[config.mk]
export PLATFORM = sky130hd
export DESIGN_NAME = ps2_host_tx
export DESIGN_NICKNAME = d
export VERILOG_FILES = /design/src/rtl/ps2_pkg.sv /design/src/rtl/ps2_line_sync.sv /design/src/rtl/ps2_host_tx.sv
export SDC_FILE = /design/constraint.sdc
export NUM_CORES = 1
export LEC_CHECK = 0
export ABC_AREA = 1
export BUFFER_PORTS_ARGS = -buffer_cell sky130_fd_sc_hd__buf_2
export CAP_MARGIN = 5
export CORE_MARGIN = 2
export CORE_UTILIZATION = 45
export DETAILED_ROUTE_END_ITERATION = 10
export GPL_ROUTABILITY_DRIVEN = 0
export PLACE_DENSITY_LB_ADDON = 0.15
export SYNTH_ARGS = -nofsm -noshare
export SYNTH_HDL_FRONTEND = slang
export SYNTH_SLANG_ARGS = --single-unit
export TNS_END_PERCENT = 5
[constraint.sdc]
create_clock -name clk -period 4.3 [get_ports clk]
set_clock_uncertainty 0.1 [all_clocks]
set_input_delay 0.645 -clock clk [delete_from_list [all_inputs] [get_ports clk]]
set_output_delay 0.645 -clock clk [all_outputs]
set_load 0.01 [all_outputs]
[src/rtl/ps2_pkg.sv]
// Shared PS/2 definitions: transmitter state encoding, common command bytes and the odd-parity helper.
package ps2_pkg;

  typedef enum logic [2:0] {
    IDLE,
    INHIBIT,
    RELEASE,
    ACK,
    WAIT_IDLE
  } ps2_tx_state_e;

  localparam logic [7:0] CMD_SET_LEDS = 8'hED;
  localparam logic [7:0] CMD_ECHO     = 8'hEE;
  localparam logic [7:0] CMD_ENABLE   = 8'hF4;
  localparam logic [7:0] CMD_RESET    = 8'hFF;
  localparam logic [7:0] ACK_BYTE     = 8'hFA;

  function automatic logic odd_parity(input logic [7:0] b);
    return ~^b;
  endfunction

endpackage

[src/rtl/ps2_line_sync.sv]
// Synchronizes the PS/2 clock and data pad levels into clk and flags each falling edge of
// the synchronized PS/2 clock with a one-cycle strobe. Shared by the transmit and receive paths.
module ps2_line_sync #(
  parameter int SYNC_STAGES = 2
) (
  input  logic clk,
  input  logic rst,
  input  logic clk_in,
  input  logic data_in,
  output logic clk_s,
  output logic data_s,
  output logic fall
);

  logic [SYNC_STAGES-1:0] clk_p;
  logic [SYNC_STAGES-1:0] data_p;
  logic                   clk_prev;

  // Flops come out of reset at 1 so an idle bus never looks like a falling edge.
  always_ff @(posedge clk or negedge rst) begin
    if (!rst) begin
      clk_p    <= '1;
      data_p   <= '1;
      clk_prev <= 1'b1;
    end else begin
      clk_p    <= {clk_p[SYNC_STAGES-2:0], clk_in};
      data_p   <= {data_p[SYNC_STAGES-2:0], data_in};
      clk_prev <= clk_p[SYNC_STAGES-1];
    end
  end

  assign clk_s  = clk_p[SYNC_STAGES-1];
  assign data_s = data_p[SYNC_STAGES-1];
  assign fall   = clk_prev & ~clk_s;

endmodule

[src/rtl/ps2_host_tx.sv]
// Host-to-device PS/2 command transmitter (request-to-send, open-drain clock/data control).
// Define PS2_TX_TIMEOUT_EN to enable the watchdog from clock release to ack/bus idle.
module ps2_host_tx
  import ps2_pkg::*;
#(
  parameter int INHIBIT_CYCLES = 6000,
  parameter int TIMEOUT_CYCLES = 750000,
  parameter int SYNC_STAGES    = 2
) (
  input  logic       clk,
  input  logic       rst,
  input  logic [7:0] cmd_byte,
  input  logic       cmd_valid,
  output logic       cmd_ready,
  output logic       tx_busy,
  output logic       tx_done,
  output logic       tx_error,
  input  logic       ps2_clk_in,
  input  logic       ps2_data_in,
  output logic       ps2_clk_oe,
  output logic       ps2_data_oe
);

  localparam int CNT_MAX = (INHIBIT_CYCLES > TIMEOUT_CYCLES) ? INHIBIT_CYCLES : TIMEOUT_CYCLES;
  localparam int CNT_W   = $clog2(CNT_MAX + 1);
  localparam logic [CNT_W-1:0] INH_LAST = CNT_W'(INHIBIT_CYCLES - 1);
`ifdef PS2_TX_TIMEOUT_EN
  localparam logic [CNT_W-1:0] TO_LAST  = CNT_W'(TIMEOUT_CYCLES - 1);
`endif

  ps2_tx_state_e    state, state_d;
  logic [CNT_W-1:0] cnt, cnt_d, cnt_inc;
  logic [3:0]       bitcnt, bitcnt_d;
  logic             dbit, dbit_d;
  logic             done_d, err_d;
  logic             load;
  logic [7:0]       sh;
  logic             par;
  logic             clk_s, data_s, fall;

  ps2_line_sync #(
    .SYNC_STAGES(SYNC_STAGES)
  ) u_sync (
    .clk    (clk),
    .rst    (rst),
    .clk_in (ps2_clk_in),
    .data_in(ps2_data_in),
    .clk_s  (clk_s),
    .data_s (data_s),
    .fall   (fall)
  );

  assign cnt_inc = (cnt == '1) ? cnt : cnt + 1'b1;

  always_comb begin
    state_d  = state;
    cnt_d    = cnt;
    bitcnt_d = bitcnt;
    dbit_d   = dbit;
    done_d   = 1'b0;
    err_d    = 1'b0;
    load     = 1'b0;
    case (state)
      IDLE: begin
        if (cmd_valid) begin
          load     = 1'b1;
          cnt_d    = '0;
          bitcnt_d = '0;
          state_d  = INHIBIT;
        end
      end
      INHIBIT: begin
        if (cnt == INH_LAST) begin
          cnt_d   = '0;
          dbit_d  = 1'b1;
          state_d = RELEASE;
        end else begin
          cnt_d = cnt_inc;
        end
      end
      RELEASE: begin
        // The device samples on its rising edge, so the next bit goes out right after each fall.
        if (fall) begin
          bitcnt_d = bitcnt + 4'd1;
          if (bitcnt < 4'd8) begin
            dbit_d = ~sh[bitcnt[2:0]];
          end else if (bitcnt == 4'd8) begin
            dbit_d = ~par;
          end else begin
            dbit_d  = 1'b0;
            state_d = ACK;
          end
        end
      end
      ACK: begin
        if (fall) begin
          if (!data_s) begin
            state_d = WAIT_IDLE;
          end else begin
            err_d   = 1'b1;
            state_d = IDLE;
          end
        end
      end
      WAIT_IDLE: begin
        if (clk_s && data_s) begin
          done_d  = 1'b1;
          state_d = IDLE;
        end
      end
      default: state_d = IDLE;
    endcase
`ifdef PS2_TX_TIMEOUT_EN
    if (state inside {RELEASE, ACK, WAIT_IDLE}) begin
      cnt_d = cnt_inc;
      if (cnt == TO_LAST) begin
        done_d  = 1'b0;
        err_d   = 1'b1;
        state_d = IDLE;
      end
    end
`endif
  end

  always_ff @(posedge clk or negedge rst) begin
    if (!rst) begin
      state    <= IDLE;
      cnt      <= '0;
      bitcnt   <= '0;
      dbit     <= 1'b0;
      tx_done  <= 1'b0;
      tx_error <= 1'b0;
    end else begin
      state    <= state_d;
      cnt      <= cnt_d;
      bitcnt   <= bitcnt_d;
      dbit     <= dbit_d;
      tx_done  <= done_d;
      tx_error <= err_d;
    end
  end

  always_ff @(posedge clk) begin
    if (load) begin
      sh  <= cmd_byte;
      par <= odd_parity(cmd_byte);
    end
  end

  assign cmd_ready   = (state == IDLE);
  assign tx_busy     = (state != IDLE);
  assign ps2_clk_oe  = (state == INHIBIT);
  // Start bit goes low in the final inhibit cycle, while the clock is still held.
  assign ps2_data_oe = ((state == INHIBIT) && (cnt == INH_LAST)) || ((state == RELEASE) && dbit);

endmodule

# ---- Yosys cells after proc, flatten, opt, wreduce, memory -nomap -nowiden
# Index checks and enable logic that the tools add are counted.
dict set report word_totals {
  ff_bits 44
  inputBits 13
}
dict set report op_classes {
  add_sub_neg 2
  magnitude_cmp 2
  eq_ne 15
  muxes 30
  bitwise_logic 4
  n_reduce_logical 14
}
# cell count
set ops {}
lappend ops {{$mux W20} 3}
lappend ops {{$pmux W20 S2} 1}
lappend ops {{$mux W3} 8}
lappend ops {{$add A20 B1 Y20 const B} 1}
lappend ops {{$eq A20 B13 Y1 const B} 1}
lappend ops {{$eq A20 B20 Y1 const B} 1}
lappend ops {{$pmux W3 S5} 1}
lappend ops {{$mux W1} 12}
lappend ops {{$ne A2 B2 Y1 const B} 6}
lappend ops {{$reduce_and A3 Y1} 3}
lappend ops {{$mux W4} 2}
lappend ops {{$pmux W4 S2} 1}
lappend ops {{$reduce_xnor A8 Y1} 1}
lappend ops {{$reduce_and A7 Y1} 1}
lappend ops {{$eq A3 B2 Y1 const B} 2}
lappend ops {{$reduce_bool A2 Y1} 3}
lappend ops {{$add A4 B1 Y4 const B} 1}
lappend ops {{$eq A4 B4 Y1 const B} 1}
lappend ops {{$lt A3 B4 Y1 const B} 1}
lappend ops {{$lt A4 B4 Y1 const B} 1}
lappend ops {{$bmux W1 S3} 1}
lappend ops {{$eq A3 B1 Y1 const B} 1}
lappend ops {{$eq A3 B3 Y1 const B} 1}
lappend ops {{$logic_and A1 B1 Y1} 3}
lappend ops {{8 further kinds} 10}

# ---- Logic depth before layout (Yosys ltp)
# Gate-level depths: netlist of the first run.
dict set report logic_depth {
  ltp_word 6
  mapped_depth 11
}

# ---- Hierarchy
# A second synthesis of the first run with hierarchy kept.
dict set report unflattened {
  cells_unflattened 324
  area_unflattened_um2 2597.5
}
# module instances cells_per_inst area_per_inst_um2 seq_area_each_um2
set by_module_without_submodules {}
lappend by_module_without_submodules {ps2_host_tx 1 317 2456.1 1021.0}
lappend by_module_without_submodules {ps2_line_sync 1 7 141.4 131.4}

# ---- Least setup slack after synthesis of the first run
# Ideal clock, no wire load.
dict set report synth_path {
  path_type {register to output}
  start {register state[2]}
  end {output port ps2_data_oe}
  t_arrival_ns 1.256
  t_required_ns 3.555
  slack_ns 2.299
  stages_incl_launch_ff 7
  n_path_buf 1
  cell_sequence {dfrtp_1 > inv_1 > nand2_1 > nor2_4 > buf_2 > inv_1 > o22ai_1}
}
dict set report synth_between {
  elab_chain_len 3
  elab_cells_between_ends 5
}
# element line_no
set synth_rtl {}
lappend synth_rtl {{from (decl)} ps2_host_tx.sv:31} ;# ps2_tx_state_e state, state_d;
lappend synth_rtl {{from (signal assigned)} ps2_host_tx.sv:134} ;# state <= state_d;
lappend synth_rtl {{$eq A3 B1 Y1} n/a}
lappend synth_rtl {{named net ps2_clk_oe} ps2_host_tx.sv:20} ;# output logic ps2_clk_oe,
lappend synth_rtl {{$logic_and A1 B1 Y1} ps2_host_tx.sv:154} ;# assign ps2_data_oe = ((state == INHIBIT) && (cnt == INH_LAST)) || ((state == RELEASE) && dbit);
lappend synth_rtl {{$logic_or A1 B1 Y1} ps2_host_tx.sv:154}
lappend synth_rtl {{to (decl)} ps2_host_tx.sv:21} ;# output logic ps2_data_oe
# The timed path passes the listed nets, and every way through them passes these cells.

# ---- Worst setup path after layout of the first run
dict set report layout_path {
  start {register cnt[0]}
  end {output port ps2_data_oe}
}
dict set report layout_between {
  elab_chain_len 3
}
# element line_no
set layout_rtl {}
lappend layout_rtl {{from (decl)} ps2_host_tx.sv:32} ;# logic [CNT_W-1:0] cnt, cnt_d, cnt_inc;
lappend layout_rtl {{from (signal assigned)} ps2_host_tx.sv:135} ;# cnt <= cnt_d;
lappend layout_rtl {{$eq A20 B13 Y1} ps2_host_tx.sv:154}
lappend layout_rtl {{$logic_and A1 B1 Y1} ps2_host_tx.sv:154}
lappend layout_rtl {{$logic_or A1 B1 Y1} ps2_host_tx.sv:154}
# No other way between the ends.

==> results of run 1 <==
final cells by class:
class | instances | area share, %
flip-flops and latches | 44 | 41.3
well taps | 72 | 3.23
clock inverters | 2 | 2.15
inverters | 34 | 4.58
repair buffers | 18 | 3.23
multi-input cells | 230 | 42.9
clock buffers | 6 | 2.60
worst max-delay path by stage:
stage | startpoint | endpoint | cells past startpoint
floorplan | state[2] | ps2_data_oe | 6
CTS | cnt[0] | ps2_data_oe | 8
finish | cnt[0] | ps2_data_oe | 8
global placement | cnt[0] | ps2_data_oe | 8
detailed placement | cnt[0] | ps2_data_oe | 8
global route | cnt[0] | ps2_data_oe | 8
power groups by stage:
| stage | clock network [mW] | logic, mW | registers [mW] |
|---|---|---|---|
| after floorplan | 0 | 0.399 | 0.526 |
| after global placement | 0 | 0.438 | 0.542 |
| after detailed placement | 0 | 0.440 | 0.545 |
| after CTS | 0.388 | 0.445 | 0.536 |
| after global routing | 0.399 | 0.495 | 0.543 |
| final | 0.377 | 0.434 | 0.537 |
sequential cells by signal, indices dropped and copies added, names as in the netlist:
| name | flops |
|---|---|
| dbit | 1 |
| u_sync.clk_p | 2 |
| u_sync.data_p | 2 |
| tx_done | 1 |
| u_sync.clk_prev | 1 |
| cnt | 20 |
| tx_error | 1 |
| sh | 8 |
| state | 3 |
| par | 1 |
| bitcnt | 4 |
worst max-delay path, stage by stage (launching register included):
cell,delay (ns)
dfrtp_1,0.38
ha_1,0.19
nand2_2,0.09
nor2_4,0.12
inv_2,0.05
nor2_2,0.08
nand3_2,0.16
o22ai_1,0.19
buf_2,0.16
cell families after synthesis:
logic type / after synthesis / synth area share, %
DFF: 44 / 45.4
and+or+nand+nor: 180 / 31.9
buffers and inverters: 40 / 7.45
AOI/OAI and AO/OA: 33 / 8.88
adders and majority gates: 3 / 1.48
xor gates and xnor gates: 14 / 4.83
per-stage QoR:
step           utilization, %  cell area (um2)  power [mW]  std cells  hold WS, ns
2_1_floorplan               -             2540       0.925        314        0.245
3_3_place_gp             48.5             2660       0.979        398        0.245
3_5_place_dp             48.5             2660       0.985        398        0.247
4_1_cts                  50.9             2790        1.37        406        0.260
5_1_grt                  50.9             2790        1.44        406        0.263
6_report                 50.9             2790        1.35        406        0.258
layer usage:
metal  share of wire [%]  track usage (%)
met2                  50             29.9
met1                  45             21.7
met3                 2.6             3.41
met5                   0                0
met4                 2.2             8.97
cells in the final DEF, fill, tap and decap left out, drive strengths merged:
master and instances:
a21oi 5, nor4 1, xnor2 7, inv 34, o21ai 26, nor3 2
nor2 38, and2 1, bufinv 2, nand3 34, dfrtp 30, buf 18
edfxtp 9, dfstp 5, clkbuf 6, o21bai 1, nand4 4, xor2 7
o22ai 1, nand2 98, ha 3, nand3b 1, or2 1
==> reports/metrics.csv, run 1 <==
metric,value,unit
clk root buf,clkbuf_8,
FF-to-FF path depth,8,
Post-CTS Resized,0,
total grt overflow,0,
DRT iter0 DRCs,116,
maximum vdd drop,0.224,mV
WS Path Type,register to primary output,
sequential cell area fraction in the yosys report,45.4,%
flop2flop setup slack,2.42,ns
Num CTS Buffers,5,
die width,79.1,um
CTS tree,built,
fraction of registers with async set/reset,79.5,%
setup ws final,1.83,ns
CP Capture Type,primary output,
worst r2r src,state[2],
CTS sink cnt,44,
H-tree levels,2,
post-CTS setup buffers,0,
final hold viol count,0,
pin count of the biggest net entering global routing,36,
Gate power share,32.2,%
RSZ-0062 raised after global routing,no,
Tot GR Track Use,17.8,%
max-cap viol count,0,
"Max FO, Critical Path",7,
setup_tns,0,ns
Max Fclk,404,MHz
net switching fraction of the power,37.3,%
WL/cell,12.3,um
Int Power,845,uW
ys flop type,dfrtp_1,
post-synth top area share,29.6,%
end of the worst register-to-register path,cnt[9],
IO Pins,19,
Hold Crit Start,u_sync.data_p[0],
multi-input logic area,1190,um2
Reg power frac,39.8,%
Area contributors post-synth,"dfrtp_1 (30%), nand2_1 (14%), edfxtp_1 (11%), nand3_1 (6.1%), dfstp_2 (5.2%)",
worst-margin pin slew,0.780,ns
Syn Nets,330,
Initial Util,46.3,%
worst skew pair latency,0.30,ns
FF+latch area,1150,um2
"flops & latches, synth",44,
initial antenna violation count,0,
leading area contributor after synthesis,dfrtp_1,
nets@finish,349,
number of flops mapped to enable cells by yosys,9,
status,"finished, final reports clean",
WHS Endpoint,u_sync.data_p[1],
Netlist cell types,31,
Slew HR,48.0,%
"Req. time, crit path",3.56,ns
part of the power in the clock network,28.0,%
most common cell in the netlist,nand2_1,
WHS Path Cells,0,
# DRC,0,
vias per cell,4.96,
Final setup viols,0,
Mapped Avg Cell Area,8.08,um2
post-DP HPWL,3590,um
I/O Buffers,18,
vias in the first global route,1957,
CTS Buffer Depth,2,
Final period util,57.5,%
Synth-to-Final Area Change,9.92,%
HP Class,register to register,
final worst path period need,2.47,ns
CTS Hold Bufs,0,
clk slew on worst S/H paths,0.09,ns
Post-synth top cells,"nand2_1 (95), inv_1 (33), nand3_1 (31), dfrtp_1 (30), nor2_1 (29)",
die area,6250,um2
crit path launch type,register,
Mapped Cells,314,
# fillers,540,
Synth Cell Area,2540,um2
pre-CTS WS,2.15,ns
drt pass-1 iters,4,
Final ANT Viol Nets,0,
core area,5470,um2
Syn. warnings,0,
Detailed Route WL,5010,um
global-route wire length before repair,8630,um
Power Density,483,nW/um2
DR vias,2015,
Final Max Tran Viols,0,
Leakage,1.22,nW
share of cells above drive strength 1,18.6,%
critical path arrival,1.73,ns
die height,79.1,um
ANT cells,0,
sw power,502,uW
FP Rows,27,
No activity file was read; power rests on OpenSTA's default activity.
==> inputs of run 2 (changes only) <==
- clock period: 4.3 -> 2.5 ns (I/O delays scaled with it)
==> run 2 against run 1 <==
Net effect: clock-buffer cell count decreased by 1; final cell count increased by 0.25%; first-iteration DRC count increased by 1.7%; critical path type unchanged; combinational power increased by 74%; sequential power increased by 73%; register-to-register slack got worse by 1.8 ns; sequential share of layout area increased by 0.28 points; global-route usage increased by 0.36 points; largest power group unchanged; die area unchanged; design area decreased by 0.67%.
==> reports/metrics.csv, run 2 (same netlist as run 1, synthesis figures left out) <==
metric,value,unit,change
setup_tns,0,ns,unchanged
worst path cell trace,"ha_1, nand2_2, nor2_4, inv_2, nor2_2, nand3_2, o22ai_1, buf_2",,
DR vias,2005,,-0.50%
critical path arrival,1.73,ns,about the same
# DRC,0,,unchanged
die width,79.1,um,unchanged
Tot GR Track Use,18.1,%,+0.36 points
CTS sink cnt,44,,unchanged
vias in the first global route,2019,,+3.2%
final hold viol count,0,,unchanged
die area,6250,um2,unchanged
# fillers,545,,+0.93%
post-CTS setup buffers,0,,unchanged
net switching fraction of the power,38.9,%,+1.6 points
sw power,863,uW,+72%
total grt overflow,0,,unchanged
max reg flops,20,,unchanged
Cells after DPL,399,,+0.25%
CP Capture Type,primary output,,
pin count of the biggest net entering global routing,36,,unchanged
Gate power share,34.1,%,+1.9 points
clk root buf,clkbuf_8,,
Final Util,50.6,%,-0.34 points
Initial Util,46.3,%,unchanged
critical path's largest stage delay,0.37,ns,about the same
worst skew pair latency,0.29,ns,about the same
CTS tree,built,,
Reg power frac,41.8,%,+2.0 points
die height,79.1,um,unchanged
max-cap viol count,0,,unchanged
Int Power,1.36,mW,+60%
"most common cell after layout, fill and taps aside",nand2_1,,
clk slew on worst S/H paths,0.09,ns,about the same
Final Instance Count excl. Fillers,407,,+0.25%
HP Class,primary input to async pin,,
worst-margin pin slew,0.792,ns,+0.0117 ns
core area,5470,um2,unchanged
maximum vdd drop,0.440,mV,+96%
I/O Buffers,18,,unchanged
"CP delay by family, top",simple AND/OR/NAND/NOR gates,,
vias per cell,4.93,,-0.74%
status,"finished, final reports clean",,
H-tree levels,2,,unchanged
Crit-path slowest cell,dfrtp_1,,
post-DP HPWL,3590,um,about the same
Max Fclk,453,MHz,
biggest regs,"cnt: 20 flops, sh: 8 flops, bitcnt: 4 flops",,
Detailed Route WL,4970,um,-0.78%
WS Path Type,register to primary output,,
CTS Buffer Depth,2,,unchanged
Final setup viols,0,,unchanged
drt pass-1 iters,4,,unchanged
RSZ-0062 raised after global routing,no,,
"Max FO, Critical Path",7,,unchanged
part of the power in the clock network,24.1,%,-3.9 points
pre-CTS WS,0.625,ns,-1.52 ns
FP Rows,27,,unchanged
nets@finish,350,,+0.29%
Final ANT Viol Nets,0,,unchanged
Final Max Tran Viols,0,,unchanged
Slew HR,47.2,%,-0.78 points
final worst path period need,2.21,ns,
Leakage,1.22,nW,-0.58%
"Req. time, crit path",2.03,ns,-1.53 ns
crit path launch type,register,,
Power Density,801,nW/um2,+66%
CTS Hold Bufs,0,,unchanged
global-route wire length before repair,8810,um,+2.2%
Final period util,88.3,%,
most frequent cells in the layout,"nand2_1 (95), inv_1 (33), nand3_1 (31)",,
CP bufs+invs,2,,unchanged
DRT iter0 DRCs,118,,+1.7%
initial antenna violation count,0,,unchanged
ANT cells,0,,unchanged
WL/cell,12.2,um,-1.0%
Num CTS Buffers,5,,unchanged
share of cells above drive strength 1,18.5,%,-0.055 points
Post-CTS Resized,0,,unchanged
largest register by flop count,cnt,,
IO Pins,19,,unchanged
Synth-to-Final Area Change,9.18,%,
setup ws final,0.291,ns,-1.53 ns
-- run 2: cell types whose count changed in the layout (fill, tap and decap cells not counted) --
cell | previous run | this run
bufinv_16 | 2 | 1
clkinv_1 | 0 | 2
clkbuf_1 | 1 | 0
buf_4 | 0 | 1
-- run 2: metrics by stage --
step	instance area, um2	total power, mW	hold slack, ns
CTS	2770	2.25	0.0596
global route	2770	2.40	0.0534
finish	2770	2.22	0.0585
floorplan	2540	1.59	-0.0206
detailed placement	2660	1.71	0.249
global placement	2660	1.70	0.246
-- run 2: layout make-up --
cell class                 count  area [um2]  share of cell area, %
tap                           72        90.1                   3.25
clock buffer                   5        68.8                   2.49
inverter                      34         128                   4.61
timing repair buffer          19        97.6                   3.52
sequential                    44        1150                   41.6
clock inverter                 3        37.5                   1.36
multi-input combinational    230        1190                   43.2
-- run 2: metal layers --
metal  global-route usage [%]  up-vias  wire, um
met5                        0        -         0
met1                     21.5      909      2190
met2                     31.4       40      2490
li1                         -     1043         -
met4                     8.45        0       123
met3                     3.75       13       163
-- run 2: worst paths after layout --
| check | startpoint | to | slack, ns | depth (start not counted) |
|---|---|---|---|---|
| setup reg to reg | cnt[0] | state[0] | 0.63 | 10 |
| min in group clk | ps2_data_in | u_sync.data_p[0] | 0.07 | 1 |
| setup / recovery | cnt[0] | ps2_data_oe | 0.29 | 8 |
| hold / removal | rst | cnt[11] | 0.06 | 1 |
| max in group asynchronous | rst | tx_error | 1.73 | 1 |
| hold reg to reg | u_sync.clk_p[0] | u_sync.clk_p[1] | 0.26 | 0 |
-- run 2: power groups by stage --
stage	logic, mW	clock network (mW)	registers, mW
after detailed placement	0.769	0	0.942
after floorplan	0.686	0	0.905
final	0.757	0.535	0.927
after global routing	0.871	0.582	0.942
after global placement	0.761	0	0.938
after CTS	0.771	0.554	0.929
